### src/rtl/sram_arb_pkg.sv
// Shared types and constants for the two-port SRAM arbiter.
// The wait counter is sized for the largest legal WAIT_CYCLES value.
package sram_arb_pkg;

    typedef enum logic [1:0] {
        IDLE,
        ACCESS,
        DONE
    } arb_state_t;

    typedef enum logic {
        CPU,
        DBG
    } requester_t;

    localparam int MAX_WAIT_CYCLES = 15;
    localparam int WAIT_CNT_W      = $clog2(MAX_WAIT_CYCLES + 1);

endpackage

### src/rtl/sram_arbiter.sv
// Round-robin arbiter sharing one asynchronous SRAM between the CPU memory port
// and the debug/program loader, sequencing fixed-length active-low read/write strobes.
module sram_arbiter
    import sram_arb_pkg::*;
#(
    parameter int ADDR_W      = 20,
    parameter int DATA_W      = 16,
    parameter int WAIT_CYCLES = 2
) (
    input  logic              Clk,
    input  logic              Reset,

    input  logic              cpu_req,
    input  logic              cpu_we,
    input  logic [ADDR_W-1:0] cpu_addr,
    input  logic [DATA_W-1:0] cpu_wdata,
    output logic [DATA_W-1:0] cpu_rdata,
    output logic              cpu_ack,

    input  logic              dbg_req,
    input  logic              dbg_we,
    input  logic [ADDR_W-1:0] dbg_addr,
    input  logic [DATA_W-1:0] dbg_wdata,
    output logic [DATA_W-1:0] dbg_rdata,
    output logic              dbg_ack,

    output logic [ADDR_W-1:0] Mem_ADDR,
    output logic [DATA_W-1:0] Mem_Dout,
    output logic              Mem_Dout_en,
    input  logic [DATA_W-1:0] Mem_Din,
    output logic              Mem_CE,
    output logic              Mem_UB,
    output logic              Mem_LB,
    output logic              Mem_OE,
    output logic              Mem_WE,
    output logic              busy
);

    localparam logic [WAIT_CNT_W-1:0] CNT_LOAD = WAIT_CNT_W'(WAIT_CYCLES);
    localparam logic [WAIT_CNT_W-1:0] CNT_ONE  = WAIT_CNT_W'(1);

    arb_state_t              state_q, state_d;
    logic [WAIT_CNT_W-1:0]   cnt_q, cnt_d;
    requester_t              grant_q, grant_d;
    requester_t              last_grant_q, last_grant_d;
    logic                    we_q, we_d;
    logic [ADDR_W-1:0]       mem_addr_q, mem_addr_d;
    logic [DATA_W-1:0]       mem_dout_q, mem_dout_d;
    logic                    mem_dout_en_q, mem_dout_en_d;
    logic                    mem_oe_q, mem_oe_d;
    logic                    mem_we_q, mem_we_d;
    logic [DATA_W-1:0]       cpu_rdata_q, cpu_rdata_d;
    logic [DATA_W-1:0]       dbg_rdata_q, dbg_rdata_d;
    logic                    cpu_ack_q, cpu_ack_d;
    logic                    dbg_ack_q, dbg_ack_d;
    logic                    busy_q, busy_d;

    requester_t              grant_sel;
    logic                    sel_we;
    logic [ADDR_W-1:0]       sel_addr;
    logic [DATA_W-1:0]       sel_wdata;

    always_comb begin
        state_d       = state_q;
        cnt_d         = cnt_q;
        grant_d       = grant_q;
        last_grant_d  = last_grant_q;
        we_d          = we_q;
        mem_addr_d    = mem_addr_q;
        mem_dout_d    = mem_dout_q;
        mem_dout_en_d = mem_dout_en_q;
        mem_oe_d      = mem_oe_q;
        mem_we_d      = mem_we_q;
        cpu_rdata_d   = cpu_rdata_q;
        dbg_rdata_d   = dbg_rdata_q;
        cpu_ack_d     = 1'b0;
        dbg_ack_d     = 1'b0;

        // On a tie the requester that did not win last time gets the SRAM.
        if (cpu_req && dbg_req) begin
            grant_sel = (last_grant_q == CPU) ? DBG : CPU;
        end else begin
            grant_sel = cpu_req ? CPU : DBG;
        end
        sel_we    = (grant_sel == CPU) ? cpu_we    : dbg_we;
        sel_addr  = (grant_sel == CPU) ? cpu_addr  : dbg_addr;
        sel_wdata = (grant_sel == CPU) ? cpu_wdata : dbg_wdata;

        case (state_q)
            IDLE: begin
                if (cpu_req || dbg_req) begin
                    grant_d       = grant_sel;
                    last_grant_d  = grant_sel;
                    we_d          = sel_we;
                    mem_addr_d    = sel_addr;
                    mem_dout_d    = sel_wdata;
                    mem_oe_d      = sel_we;
                    mem_we_d      = ~sel_we;
                    mem_dout_en_d = sel_we;
                    cnt_d         = CNT_LOAD;
                    state_d       = ACCESS;
                end
            end
            ACCESS: begin
                cnt_d = cnt_q - CNT_ONE;
                if (cnt_q == CNT_ONE) begin
                    mem_oe_d      = 1'b1;
                    mem_we_d      = 1'b1;
                    mem_dout_en_d = 1'b0;
                    if (!we_q) begin
                        if (grant_q == CPU) begin
                            cpu_rdata_d = Mem_Din;
                        end else begin
                            dbg_rdata_d = Mem_Din;
                        end
                    end
                    cpu_ack_d = (grant_q == CPU);
                    dbg_ack_d = (grant_q == DBG);
                    state_d   = DONE;
                end
            end
            DONE: begin
                state_d = IDLE;
            end
            default: begin
                state_d = IDLE;
            end
        endcase

        busy_d = (state_d != IDLE);
    end

    always_ff @(posedge Clk) begin
        if (Reset) begin
            state_q       <= IDLE;
            cnt_q         <= '0;
            grant_q       <= CPU;
            last_grant_q  <= DBG;
            we_q          <= 1'b0;
            mem_addr_q    <= '0;
            mem_dout_q    <= '0;
            mem_dout_en_q <= 1'b0;
            mem_oe_q      <= 1'b1;
            mem_we_q      <= 1'b1;
            cpu_rdata_q   <= '0;
            dbg_rdata_q   <= '0;
            cpu_ack_q     <= 1'b0;
            dbg_ack_q     <= 1'b0;
            busy_q        <= 1'b0;
        end else begin
            state_q       <= state_d;
            cnt_q         <= cnt_d;
            grant_q       <= grant_d;
            last_grant_q  <= last_grant_d;
            we_q          <= we_d;
            mem_addr_q    <= mem_addr_d;
            mem_dout_q    <= mem_dout_d;
            mem_dout_en_q <= mem_dout_en_d;
            mem_oe_q      <= mem_oe_d;
            mem_we_q      <= mem_we_d;
            cpu_rdata_q   <= cpu_rdata_d;
            dbg_rdata_q   <= dbg_rdata_d;
            cpu_ack_q     <= cpu_ack_d;
            dbg_ack_q     <= dbg_ack_d;
            busy_q        <= busy_d;
        end
    end

    assign cpu_rdata   = cpu_rdata_q;
    assign cpu_ack     = cpu_ack_q;
    assign dbg_rdata   = dbg_rdata_q;
    assign dbg_ack     = dbg_ack_q;
    assign Mem_ADDR    = mem_addr_q;
    assign Mem_Dout    = mem_dout_q;
    assign Mem_Dout_en = mem_dout_en_q;
    assign Mem_OE      = mem_oe_q;
    assign Mem_WE      = mem_we_q;
    assign busy        = busy_q;

    // Chip enable and byte lanes are permanently active.
    assign Mem_CE = 1'b0;
    assign Mem_UB = 1'b0;
    assign Mem_LB = 1'b0;

endmodule
### config.mk
export PLATFORM = sky130hd
export DESIGN_NAME = sram_arbiter
export DESIGN_NICKNAME = d
export VERILOG_FILES = /design/src/rtl/sram_arb_pkg.sv /design/src/rtl/sram_arbiter.sv
export SDC_FILE = /design/constraint.sdc
export NUM_CORES = 1
export LEC_CHECK = 0
export BUFFER_PORTS_ARGS = -buffer_cell sky130_fd_sc_hd__buf_2
export CORE_MARGIN = 5
export CORE_UTILIZATION = 25
export CTS_CLUSTER_SIZE = 28
export DETAILED_ROUTE_END_ITERATION = 8
export PLACE_DENSITY = 0.63
export SYNTH_ARGS = -nofsm -noshare
export SYNTH_HDL_FRONTEND = slang
export SYNTH_SLANG_ARGS = --single-unit
### constraint.sdc
create_clock -name Clk -period 1.49 [get_ports Clk]
set_input_delay 0.0745 -clock Clk [delete_from_list [all_inputs] [get_ports Clk]]
set_output_delay 0.0745 -clock Clk [all_outputs]
set_load 0.05 [all_outputs]
Word level (Yosys, flattened, before mapping)
Index checks and enable logic that the tools add are counted.
{ "word_totals": {"in_bits": 94, "register_bits": 83, "output_inout_bits": 77, "elab_cells": 54} }
{ "op_classes": {"eq_ne": 4, "bitwise_logic": 5, "addsub": 1, "n_mux": 18, "n_reduce_logical": 11} }
{ "ops": {"columns": ["op", "count"], "rows": [
  ["20-bit two-way mux", 1],
  ["16-bit two-way mux", 1],
  ["1-bit two-way mux", 8],
  ["4-bit one-hot mux with 2 select lines", 1],
  ["4-bit AND reduction", 2],
  ["1-bit one-hot mux with 2 select lines", 3],
  ["1-bit inverter", 5],
  ["4-bit by 1-bit equality test with 1-bit output, second input constant", 1],
  ["2-bit two-way mux", 2],
  ["4-bit two-way mux", 1],
  ["2-bit inequality test, second input constant", 2],
  ["2-bit one-hot mux with 2 select lines", 1],
  ["2-bit AND reduction", 2],
  ["2-bit nonzero test", 2],
  ["4-bit by 1-bit subtractor with 4-bit output, second input constant", 1],
  ["3-bit AND reduction", 1],
  ["3-bit OR reduction", 1],
  ["2-bit by 1-bit equality test with 1-bit output, second input constant", 1],
  ["2-bit logical NOT", 1],
  ["1-bit logical AND", 1],
  ["1-bit logical OR", 1]
]} }

Longest topological paths before layout
{ "logic_depth": {"ltp_word": 6, "ltp_mapped": 8, "ltp_nobuf": 6} }

Worst setup path before layout
OpenSTA, ideal clock, no wires.
{ "synth_timing": {"path_type": "register to register", "start": "reg cnt_q[1]", "end": "reg dbg_rdata_q[5], in the netlist dbg_rdata[5]", "setup_ns": 0.132, "stages_incl_launch_ff": 8, "arrival_time_ns": 1.337, "n_path_buf": 1, "synth_period_minus_slack_ns": 1.469, "slack_ns": 0.021, "required_ns": 1.358, "cell_sequence": "dfxtp_1 -> inv_1 -> ha_1 -> nor2b_1 -> nand4_1 -> buf_2 -> nand2_1 -> a21oi_1"} }
{ "synth_via": {"elab_chain_len": 2} }
{ "synth_lines": {"columns": ["item", "line", "source"], "rows": [
  ["from (decl)", "sram_arbiter.sv:43", "logic [WAIT_CNT_W-1:0] cnt_q, cnt_d;"],
  ["from (signal assigned)", "sram_arbiter.sv:152", "cnt_q <= cnt_d;"],
  ["4-bit by 1-bit equality test with 1-bit output", "sram_arbiter.sv:106", "if (cnt_q == CNT_ONE) begin"],
  ["4-bit AND reduction (no line)", null, null],
  ["to (signal assigned)", "sram_arbiter.sv:162", "dbg_rdata_q <= dbg_rdata_d;"],
  ["to (decl)", "sram_arbiter.sv:53", "logic [DATA_W-1:0] dbg_rdata_q, dbg_rdata_d;"]
]} }
Every way passes these cells.
A chain may end at the register's enable or synchronous reset.

Worst setup path after layout
{ "layout_timing": {"start": "reg cnt_q[1]", "end": "reg cpu_rdata_q[6], in the netlist cpu_rdata[6]"} }
{ "layout_via": {"elab_chain_len": 2} }
{ "layout_lines": {"columns": ["item", "line", "source"], "rows": [
  ["4-bit by 1-bit equality test with 1-bit output", "sram_arbiter.sv:106", null],
  ["4-bit AND reduction (no line)", null, null],
  ["to (signal assigned)", "sram_arbiter.sv:161", "cpu_rdata_q <= cpu_rdata_d;"],
  ["to (decl)", "sram_arbiter.sv:52", "logic [DATA_W-1:0] cpu_rdata_q, cpu_rdata_d;"]
]} }
Every way passes these cells.

==> results.sh <==
export IMPL_crit_path_start_kind="flop"
export IMPL_ir_worst_vdd_mv=0.575
export IMPL_cts_made_buffers=9
export IMPL_drt_met1_wl_mm=4.23
export IMPL_max_slew_margin_rel_pct=61.7
export IMPL_arrival_ps=1680
export IMPL_ys_warn_count=0
export IMPL_outcome="finished, final reports clean"
export IMPL_critPathKind="flop to flop"
export IMPL_grt_overflow_total=0
export IMPL_slew_viol_final=0
export IMPL_syn_to_final_growth_pct=48.7
export IMPL_synth_top_cells_by_count="83 x dfxtp_1, 67 x nand2_1, 52 x nor2_1"
export IMPL_first_pass_iters=4
export IMPL_maxCapViolations=0
export IMPL_dp_cells=705
export IMPL_diodes=0
export IMPL_period_share_pct=95.5
export IMPL_num_io_pins=171
export IMPL_clock_latency_ps=330
export IMPL_die_h_um=126
export IMPL_synth_most_common_cell="dfxtp_1"
export IMPL_core_area_mm2=0.0132
export IMPL_fp_dieArea_mm2=0.0158
export IMPL_yosysUniqueCellTypes=34
export IMPL_drive_above_1_share_pct=37.3
export IMPL_dr_total_vias=3244
export IMPL_drtIter0Drc=146
export IMPL_finalWirelength_mm=9.56
export IMPL_cts_root_buf="clkbuf_16"
export IMPL_reg2regPathDepth=7
export IMPL_ant_nets=0
export IMPL_seqCellArea_mm2=0.00166
export IMPL_top_layer_used="met4"
export IMPL_fin_skew_ps=4.40
export IMPL_multi_input_area_mm2=0.00155
export IMPL_fill_cells=1368
export IMPL_fp_dieW_um=126
export IMPL_path_max_fanout=8
export IMPL_post_route_min_period_ps=1420
export IMPL_cts_htree_levels=3
export IMPL_syn_area_per_cell_um2=8.89
export IMPL_viasPerCell=4.40
export IMPL_rows=42
export IMPL_synthTopCellsByArea="dfxtp_1 50%, mux2i_1 11%, a211oi_1 8.3%"
export IMPL_min_path_type="input port to flop"
export IMPL_yosysTopAreaCell="dfxtp_1"
export IMPL_io_buffers=167
export IMPL_clk_pin_slew_worst_paths_ps=60
export IMPL_p_leak_nw=2.32
export IMPL_grt_use_total_pct=11.6
export IMPL_hold_viol=0
export IMPL_synth_enable_flop_cells=0
export IMPL_hold_depth=3
export IMPL_yosysSeqAreaShare_pct=49.6
export IMPL_num_nets_final=652
export IMPL_cts_buffer_depth=2
export IMPL_yosysTopAreaCellShare_pct=49.6
export IMPL_synth_seq_cells=83
export IMPL_cts_tree="yes"
export IMPL_antenna_found_initial=0
export IMPL_cts_sinks=83
export IMPL_drcViolationCount=0
export IMPL_hpwl_mm=7.10
export IMPL_synth_ff_type="dfxtp_1"
export IMPL_grt_pass1_vias=3182
export IMPL_finalNonFillerCells=737
export IMPL_cp_required_ps=1750
export IMPL_syn_inst=377
export IMPL_p_per_area_mw_per_mm2=1240
export IMPL_initial_core_util_pct=25.4
export IMPL_netlist_area_mm2=0.00335
export IMPL_gp_congestion=0.726
export IMPL_setup_viol=0
export IMPL_routed_wl_met2_mm=4.47
export IMPL_total_power_w=0.00619
export IMPL_post_drt_wl_per_cell_um=13.0
export IMPL_worst_pin_slew_ps=574
export IMPL_endpoint_kind="flop"
export IMPL_grt_pass1_wl_mm=15.1
export IMPL_max_freq_mhz=702
export IMPL_met3_length_um=796
export IMPL_r2r_slack_ps=70
export IMPL_grt_max_degree=62
export IMPL_async_flop_share_pct=0
==> placed cells by master, fill, tap and decap left out, types with 3 or more instances in the layout <==
cell           Yosys  layout
nor3_1             5       5
mux2i_1           37      36
nand2_1           67      67
nor2_1            52      51
a211oi_1          37      37
buf_12             0       8
buf_2              6     167
conb_1             1       3
dlygate4sd3_1      0      15
clkbuf_16          0      10
buf_4              7       7
dfxtp_1           83      82
a21oi_1           36      36
==> layout make-up <==
type / count / area share, %
Sequential cell: 83 / 33.4
Multi-Input combinational cell: 261 / 31.0
Timing Repair Buffer: 198 / 24.5
Clock buffer: 12 / 4.94
Tap cell: 176 / 4.42
Clock inverter: 4 / 1.48
Inverter: 3 / 0.226
==> layer usage <==
| metal | GRT usage [%] | vias to the layer above |
|---|---|---|
| met5 | 0 | - |
| met4 | 3.41 | 0 |
| met3 | 4.15 | 5 |
| met2 | 19.3 | 117 |
| met1 | 14.1 | 1469 |
| li1 | - | 1653 |
==> where the power goes <==
part	total (W)	internal, W	switching (W)
Clock	0.00238	0.00152	0.000868
Sequential	0.00246	0.00238	0.0000896
Combinational	0.00134	0.000446	0.000892
Total	0.00619	0.00434	0.00185
==> cells by family after synthesis <==
family	share of synthesized area [%]
other cells	0.112
flops	49.6
buf+inv	5.82
simple gates	17.2
fa+ha+maj	0.746
compound gates	15.5
mux	11.0
==> stage by stage <==
step / instance area (µm²) / setup WS [ps] / util, % / hold slack (ps) / setup TNS (ps)
finish: 4980 / 66.4 / 37.8 / 12.4 / 0
floorplan: 3360 / 20.5 / - / 211 / 0
global route: 4980 / -29.4 / 37.8 / 12.0 / -45.1
detailed placement: 4460 / -41.6 / 33.8 / 336 / -425
CTS: 4930 / 20.2 / 37.4 / 0.0264 / 0
global placement: 4460 / 60.9 / 33.8 / 334 / 0
==> registers in the layout, summed over array words and instances (netlist names) <==
name and count:
Mem_Dout_en 1, Mem_ADDR 20, we_q 1, grant_q 1, state_q 2, cnt_q 4, cpu_ack 1, dbg_rdata 16
Mem_OE 1, busy 1, dbg_ack 1, cpu_rdata 16, Mem_WE 1, Mem_Dout 16, last_grant_q 1
==> worst max-delay path, cell delays in order, from the launching register on <==
cell and delay, ps:
dfxtp_1 320, inv_2 80, ha_4 140, nor2b_4 170
and4b_2 300, clkbuf_16 170, nand2_1 50, a21oi_1 120
==> path summary, 6_finish.rpt <==
check                        startpoint                    endpoint
max reg2reg       cnt_q[1]$_SDFFE_PP0P_   cpu_rdata[6]$_SDFFE_PP0P_
min reg2reg  dbg_rdata[10]$_SDFFE_PP0P_  dbg_rdata[10]$_SDFFE_PP0P_
max               cnt_q[1]$_SDFFE_PP0P_   cpu_rdata[6]$_SDFFE_PP0P_
min                          Mem_Din[4]   cpu_rdata[4]$_SDFFE_PP0P_
==> timing repair <==
item                                   4_1_cts  5_1_grt
cloned                                       0        1
pin swaps                                    0        1
hold buffers                                15        0
setup endpoints to repair                   32       33
gates resized for setup                      1        9
endpoints found under the hold margin       28        0
setup buffers                                0        0
Note: power is estimated with default switching activity, not from simulation.
